`config.mk`:
```
export PLATFORM = sky130hd
export DESIGN_NAME = imm_decode_stage
export DESIGN_NICKNAME = d
export VERILOG_FILES = /design/src/rtl/imm_decode_stage.sv
export SDC_FILE = /design/constraint.sdc
export NUM_CORES = 1
export LEC_CHECK = 0
export BUFFER_PORTS_ARGS = -buffer_cell sky130_fd_sc_hd__buf_2
export CORE_UTILIZATION = 52
export DETAILED_ROUTE_END_ITERATION = 10
export PLACE_DENSITY_LB_ADDON = 0.12
export SKIP_LAST_GASP = 1
export SYNTH_ARGS = -nofsm -noshare
export SYNTH_HDL_FRONTEND = slang
export SYNTH_SLANG_ARGS = --single-unit
```
`constraint.sdc`:
```
create_clock -name clk -period 2.5 [get_ports clk]
set_input_delay 0.375 -clock clk [delete_from_list [all_inputs] [get_ports clk]]
set_output_delay 0.375 -clock clk [all_outputs]
set_load 0.01 [all_outputs]
```
`src/rtl/imm_decode_stage.sv`:
```
// Registered RV32/RV64 immediate decoder with a valid/ready handshake, a 2-entry
// skid buffer, a synchronous flush and a saturating illegal-instruction counter.
module imm_decode_stage #(
    parameter int XLEN  = 64,
    parameter int CNT_W = 8
) (
    input  logic             clk,
    input  logic             rst_n,
    input  logic             flush,
    input  logic             in_valid,
    output logic             in_ready,
    input  logic [31:0]      instruction,
    output logic             out_valid,
    input  logic             out_ready,
    output logic [XLEN-1:0]  out_imm,
    output logic [2:0]       out_fmt,
    output logic             out_illegal,
    output logic [CNT_W-1:0] illegal_count
);

    localparam logic [2:0] FMT_R = 3'd0, FMT_I = 3'd1, FMT_S = 3'd2, FMT_B = 3'd3;
    localparam logic [2:0] FMT_U = 3'd4, FMT_J = 3'd5, FMT_SH = 3'd6, FMT_ILL = 3'd7;

    function automatic logic [CNT_W-1:0] sat_inc(input logic [CNT_W-1:0] v);
        return (&v) ? v : v + CNT_W'(1);
    endfunction

    logic [6:0]              opc;
    logic [2:0]              f3;
    logic signed [63:0]      imm_w_p0;
    logic signed [XLEN-1:0]  imm_p0;
    logic [2:0]              fmt_p0;
    logic                    ill_p0;

    assign opc = instruction[6:0];
    assign f3  = instruction[14:12];

    // Stage p0: combinational decode of the incoming word, built at 64 bits then narrowed
    always_comb begin
        imm_w_p0 = '0;
        fmt_p0   = FMT_R;
        ill_p0   = 1'b0;
        case (opc)
            7'b0010011: begin
                if (f3 == 3'b001 || f3 == 3'b101) begin
                    fmt_p0   = FMT_SH;
                    imm_w_p0 = (XLEN == 64) ? {58'b0, instruction[25:20]}
                                            : {59'b0, instruction[24:20]};
                end else begin
                    fmt_p0   = FMT_I;
                    imm_w_p0 = {{52{instruction[31]}}, instruction[31:20]};
                end
            end
            7'b0011011: begin
                if (f3 == 3'b001 || f3 == 3'b101) begin
                    fmt_p0   = FMT_SH;
                    imm_w_p0 = {59'b0, instruction[24:20]};
                end else begin
                    fmt_p0   = FMT_I;
                    imm_w_p0 = {{52{instruction[31]}}, instruction[31:20]};
                end
            end
            7'b0000011, 7'b1100111: begin
                fmt_p0   = FMT_I;
                imm_w_p0 = {{52{instruction[31]}}, instruction[31:20]};
            end
            7'b0100011: begin
                fmt_p0   = FMT_S;
                imm_w_p0 = {{52{instruction[31]}}, instruction[31:25], instruction[11:7]};
            end
            7'b1100011: begin
                fmt_p0   = FMT_B;
                imm_w_p0 = {{51{instruction[31]}}, instruction[31], instruction[7],
                            instruction[30:25], instruction[11:8], 1'b0};
            end
            7'b0110111, 7'b0010111: begin
                fmt_p0   = FMT_U;
                imm_w_p0 = {{32{instruction[31]}}, instruction[31:12], 12'b0};
            end
            7'b1101111: begin
                fmt_p0   = FMT_J;
                imm_w_p0 = {{43{instruction[31]}}, instruction[31], instruction[19:12],
                            instruction[20], instruction[30:21], 1'b0};
            end
            7'b0110011, 7'b0111011: fmt_p0 = FMT_R;
            default: begin
                fmt_p0 = FMT_ILL;
                ill_p0 = 1'b1;
            end
        endcase
    end

    assign imm_p0 = imm_w_p0[XLEN-1:0];

    logic signed [XLEN-1:0] imm_p1, sk_imm_p1;
    logic [2:0]             fmt_p1, sk_fmt_p1;
    logic                   ill_p1, sk_ill_p1;
    logic                   vld_p1, sk_vld_p1;
    logic [CNT_W-1:0]       cnt_p1;
    logic                   accept;

    assign in_ready = ~sk_vld_p1;
    assign accept   = in_valid & in_ready;

    // Stage p1: main register drives the outputs; skid absorbs one word under stall
    always_ff @(posedge clk or negedge rst_n) begin
        if (!rst_n) begin
            imm_p1    <= '0;
            fmt_p1    <= '0;
            ill_p1    <= 1'b0;
            vld_p1    <= 1'b0;
            sk_imm_p1 <= '0;
            sk_fmt_p1 <= '0;
            sk_ill_p1 <= 1'b0;
            sk_vld_p1 <= 1'b0;
            cnt_p1    <= '0;
        end else if (flush) begin
            vld_p1    <= 1'b0;
            sk_vld_p1 <= 1'b0;
        end else begin
            if (!vld_p1 || out_ready) begin
                if (sk_vld_p1) begin
                    imm_p1    <= sk_imm_p1;
                    fmt_p1    <= sk_fmt_p1;
                    ill_p1    <= sk_ill_p1;
                    vld_p1    <= 1'b1;
                    sk_vld_p1 <= 1'b0;
                end else if (accept) begin
                    imm_p1 <= imm_p0;
                    fmt_p1 <= fmt_p0;
                    ill_p1 <= ill_p0;
                    vld_p1 <= 1'b1;
                end else begin
                    vld_p1 <= 1'b0;
                end
            end else if (accept) begin
                sk_imm_p1 <= imm_p0;
                sk_fmt_p1 <= fmt_p0;
                sk_ill_p1 <= ill_p0;
                sk_vld_p1 <= 1'b1;
            end
            if (accept && ill_p0) cnt_p1 <= sat_inc(cnt_p1);
        end
    end

    assign out_valid     = vld_p1;
    assign out_imm       = imm_p1;
    assign out_fmt       = fmt_p1;
    assign out_illegal   = ill_p1;
    assign illegal_count = cnt_p1;

endmodule

```
Word level (Yosys, flattened, before mapping)

Index checks and enable logic that the tools add are counted.

Flip-flop bits (word level): 146
Output and inout bits: 78
Logic and storage cells: 63

Add/subtract/negate cells: 1
Equality and inequality tests: 13
Reductions and logical operators: 16
Mux-type cells: 19
Bitwise gates (word level): 5

Operators by type and width:

| cell                                                             | number |
|---|---|
| 64-bit one-hot mux with 7 select lines                           | 1 |
| 64-bit 2-to-1 mux                                                | 4 |
| 7-bit by 6-bit == test with 1-bit output (second input constant) | 4 |
| 7-bit by 5-bit == test with 1-bit output (second input constant) | 3 |
| 7-bit == test (second input constant)                            | 3 |
| 3-bit one-hot mux with 7 select lines                            | 1 |
| 11-bit OR reduction                                              | 1 |
| 1-bit 2-to-1 mux                                                 | 10 |
| 3-bit 2-to-1 mux                                                 | 3 |
| 3-bit AND reduction                                              | 3 |
| 8-bit by 1-bit adder with 8-bit output (second input constant)   | 1 |
| 8-bit AND reduction                                              | 1 |
| 2-bit OR reduction                                               | 4 |
| 7-bit by 2-bit == test with 1-bit output (second input constant) | 1 |
| 1-bit NOT                                                        | 4 |
| 2-bit nonzero test                                               | 2 |
| 3-bit by 1-bit == test with 1-bit output (second input constant) | 1 |
| 3-bit == test (second input constant)                            | 1 |
| 3-bit nonzero test                                               | 1 |
| 1-bit logical OR                                                 | 2 |
| 1-bit bitwise AND                                                | 1 |
| 1-bit logical AND                                                | 1 |
| 1-bit logical NOT                                                | 1 |

Depth between registers and ports, before layout

Depth in word-level cells: 6
Depth in mapped cells: 8
Mapped depth without buffers: 6

Worst setup path after synthesis

No wires, ideal clock.

Path type: input to register
Start: in instruction[5]
End: reg imm_p1[19], in the netlist out_imm[19]
Arrival: 1,970 ps
Stages: 8
Buffers on the path: 3
Path slack: 457 ps
Cell sequence: buf_6 -> or3_4 -> a2111o_1 -> a31o_1 -> buf_6 -> and2_4 -> buf_6 -> a21oi_2

Word-level cells in the longest chain between the ends: 5

RTL lines:

| what                                                                   | line | source |
|---|---|---|
| from (decl)                                                            | 12   | `input logic [31:0] instruction,` |
| 7-bit by 6-bit == test with 1-bit output, or another cell as far along | 43   | `case (opc)` |
| 2-bit OR reduction                                                     | 43   |  |
| 64-bit one-hot mux with 7 select lines (*)                             | 43   |  |
| 64-bit 2-to-1 mux (*)                                                  | 128  | `end else if (accept) begin` |
| 64-bit 2-to-1 mux (*)                                                  | 122  | `if (sk_vld_p1) begin` |
| to (signal assigned)                                                   | 123  | `imm_p1 <= sk_imm_p1;` |
| to (signal assigned)                                                   | 129  | `imm_p1 <= imm_p0;` |
| to (decl)                                                              | 95   | `logic signed [XLEN-1:0] imm_p1, sk_imm_p1;` |

Every way passes the cells marked *; elsewhere a longest branch is shown, timed or not. The select of a mux whose other input is x is not followed.
A chain may end at the register's enable or synchronous reset.

Final worst setup path

Start: reg vld_p1, in the netlist out_valid
End: reg imm_p1[25], in the netlist out_imm[25]

Word-level cells in the longest chain between the ends: 3

RTL lines:

| what                                 | line | source |
|---|---|---|
| from (decl)                          | 98   | `logic vld_p1, sk_vld_p1;` |
| from (signal assigned)               | 111  | `vld_p1 <= 1'b0;` |
| from (signal assigned)               | 118  | `vld_p1 <= 1'b0;` |
| from (signal assigned)               | 126  | `vld_p1 <= 1'b1;` |
| 1-bit logical NOT                    | 121  | `if (!vld_p1 \|\| out_ready) begin` |
| 1-bit logical OR                     | 121  |  |
| 3-bit AND reduction (no source line) | -    |  |

No other way between the ends.

==> key figures <==
Place
  • Hpwl dp: 6980 µm
  • Routability cong.: 0.902
  • Place WS: 324 ps
  • Placed instance count: 621
  • Port Buffers: 114

STA
  • Hold Fails Final Rpt: 0
  • Setup Total Neg Slack: 0 ps
  • Setup ws final: 563 ps
  • Relative slew margins: 39.7%
  • Achievable Freq: 0.516 GHz
  • Tmin final: 1940 ps
  • Setup Skew: 8.44 ps
  • Final Cycle Share: 77.5%
  • RSZ-0062 raised after global routing: false
  • Final setup fails: 0
  • Least-Margin Pin Slew: 905 ps
  • Final Hold Slack: 239 ps
  • Slew Viols, Final: 0

Critical path
  • Worst Setup SP: out_valid
  • R2r setup slk: 560 ps
  • R2r endpoint: out_imm[25]
  • CP startpoint kind: register
  • Critical Path Sink: out_imm[25]
  • Setup crit end kind: register
  • Setup CP Type: register to register
  • Worst reg2reg startpoint: out_valid
  • CP max FO: 33
  • Worst r2r path cells: 6
  • Worst EP required: 2690 ps
  • Critical Path AT: 2130 ps

Detailed routing
  • Final ANT Viol Nets: 0
  • Final WL: 10400 µm
  • Vias per inst: 5.72
  • Number of iterations in the first detailed-routing pass: 4
  • First-iteration detailed-routing DRC count: 300
  • Routed len/inst: 16.2 µm
  • DRC: 0
  • Vias: 3651

GRT
  • Vias in the first global route: 3370
  • First-pass GRT wire length: 17200 µm
  • Remaining global-route overflow: 0
  • Antenna violations before repair: 0
  • Global Route Usage Sum: 26.7%
  • Pin count of the biggest net entering global routing: 50

Logic synthesis
  • Synth Warn #: 0
  • Synth Net Count: 495
  • Seq/Total Area, Yosys: 50.3%
  • Syn Inst Count: 457
  • Synth cell types: 41
  • Syn avg cell area: 8.92 µm²
  • Seq cells post-synth: 82
  • Area of the mapped netlist: 4080 µm²

Floorplan
  • Row count: 31
  • I/O Pins: 115
  • Die Y: 90.6 µm
  • Initial Util: 55.0%
  • Chip Width: 90.6 µm
  • Core area: 7410 µm²
  • Die ar.: 8200 µm²

Power and ir drop
  • LEAKAGE: 2.27 nW
  • Worst vdd ir: 0.627 mV
  • Power density over cell area: 772 nW/µm²
  • Final Power: 3.72 mW

Clocking
  • Maximum clock path buffer count: 2
  • CTS tree: yes
  • Clk pin slew, worst setup/hold paths: 80 ps
  • CTS sink count: 82
  • Cts bufs inserted: 9
  • # H-tree levels: 3
  • Clk Latency, worst-skew pair: 360 ps
  • Post-CTS sizing: 0
  • Root buffer cell: clkbuf_8

Cells and area
  • P&R area growth vs syn: 18.2%
  • Most common cell after layout, fill and taps aside: buf_2
  • Layout cell share with drive strength beyond 1: 27.8%
  • Most frequent cells in the layout: buf_2 (113), dfrtp_1 (82), nand2_1 (56)
  • Nets: 572
  • Ant diodes: 0
  • Non-filler cells in the finished layout: 638

Status
  • Status: completed

Hold path
  • Worst min-delay path class: input pin to register

Job
  • Max-Cap Viols: 0
## final cells by class
cell class	count	area (µm²)
fillers	635	2590
flip-flops and latches	82	2050
multi-input cells	309	1640
repair buffers	127	711
clock buffers	10	138
clock inverters	6	138
well taps	99	124
inverters	5	18.8
## sequential cells by signal (all words and copies together), names as in the netlist
register       count
out_imm           32
sk_vld_p1          1
illegal_count      8
out_fmt            3
sk_ill_p1          1
out_valid          1
out_illegal        1
sk_imm_p1         32
sk_fmt_p1          3
## cell families after synthesis
logic type / after synthesis / synth area share (%)
AND/OR/NAND/NOR: 178 / 21.1
AO/OA/AOI/OAI: 122 / 16.9
flip-flops: 82 / 50.3
buffers and inverters: 66 / 9.63
XOR/XNOR: 7 / 1.50
multiplexers: 1 / 0.276
adder cells (fa/ha/maj): 1 / 0.307
## worst min path at each step
stage	start	endpoint	slack, ps	cells after the start
6_report	flush	out_valid	240	2
5_1_grt	flush	out_valid	240	2
4_1_cts	flush	out_valid	240	2
3_5_place_dp	rst_n	out_imm[2]	360	1
3_3_place_gp	rst_n	out_imm[2]	360	1
2_1_floorplan	rst_n	illegal_count[0]	80	0
## cell usage after synthesis
cell type	number	area (µm²)
dfrtp_1	82	2050
nand2_1	56	210
nor2_1	41	154
o21ai_0	41	205
a21oi_1	39	195
buf_4	32	240
a31oi_1	31	194
or3_1	26	163
clkbuf_1	21	78.8
nand3_1	20	100
and3_1	9	56.3
nand4_1	6	37.5
xnor2_1	6	52.6
inv_1	5	18.8
nor3_1	4	20.0
and2_1	3	18.8
buf_1	3	11.3
buf_6	3	33.8
nor2b_1	3	18.8
buf_2	2	10.0
nand2b_1	2	12.5
nor3b_1	2	15.0
o22ai_1	2	12.5
a2111o_1	1	11.3
a211o_1	1	8.76
a21boi_0	1	7.51
a21oi_2	1	8.76
a221o_2	1	11.3
a22oi_1	1	7.51
a31o_1	1	8.76
a41oi_1	1	8.76
and2_4	1	8.76
and3b_2	1	10.0
and4b_1	1	10.0
ha_1	1	12.5
mux2_2	1	11.3
nor4_1	1	6.26
o32ai_1	1	8.76
or2b_1	1	7.51
or3_4	1	11.3
xor2_1	1	8.76
## power breakdown
| part | internal [mW] | leakage [nW] | switching, mW |
|---|---|---|---|
| clock network | 0.795 | 0.137 | 0.494 |
| logic | 0.308 | 1.13 | 0.394 |
| registers | 1.57 | 1.00 | 0.159 |
## metal layers
metal	wire length [µm]	global-route usage, %	share of wire (%)
met2	4830	40.8	47
met3	541	3.20	5.2
met1	4800	39.0	46
met4	178	10.3	1.7
met5	0	0	0
## what timing repair did
item	CTS	global route
hold buffers	1	0
buffers inserted	0	0
endpoints found under the setup margin	0	0
hold endpoints to repair	34	0
## critical path, stage by stage, from the launching register on
cell     delay, ps
dfrtp_1        390
nor2b_1        170
or3_1          500
buf_12         220
or3_1          320
o21ai_0        110
a21oi_1         60
## stage by stage
stage               util (%)  cell area (µm²)
detailed placement      61.2             4530
global placement        61.2             4530
floorplan                  -             4080
finish                  65.1             4820
CTS                     65.1             4820
global route            65.1             4820
Note: power is estimated with default switching activity, not from simulation.
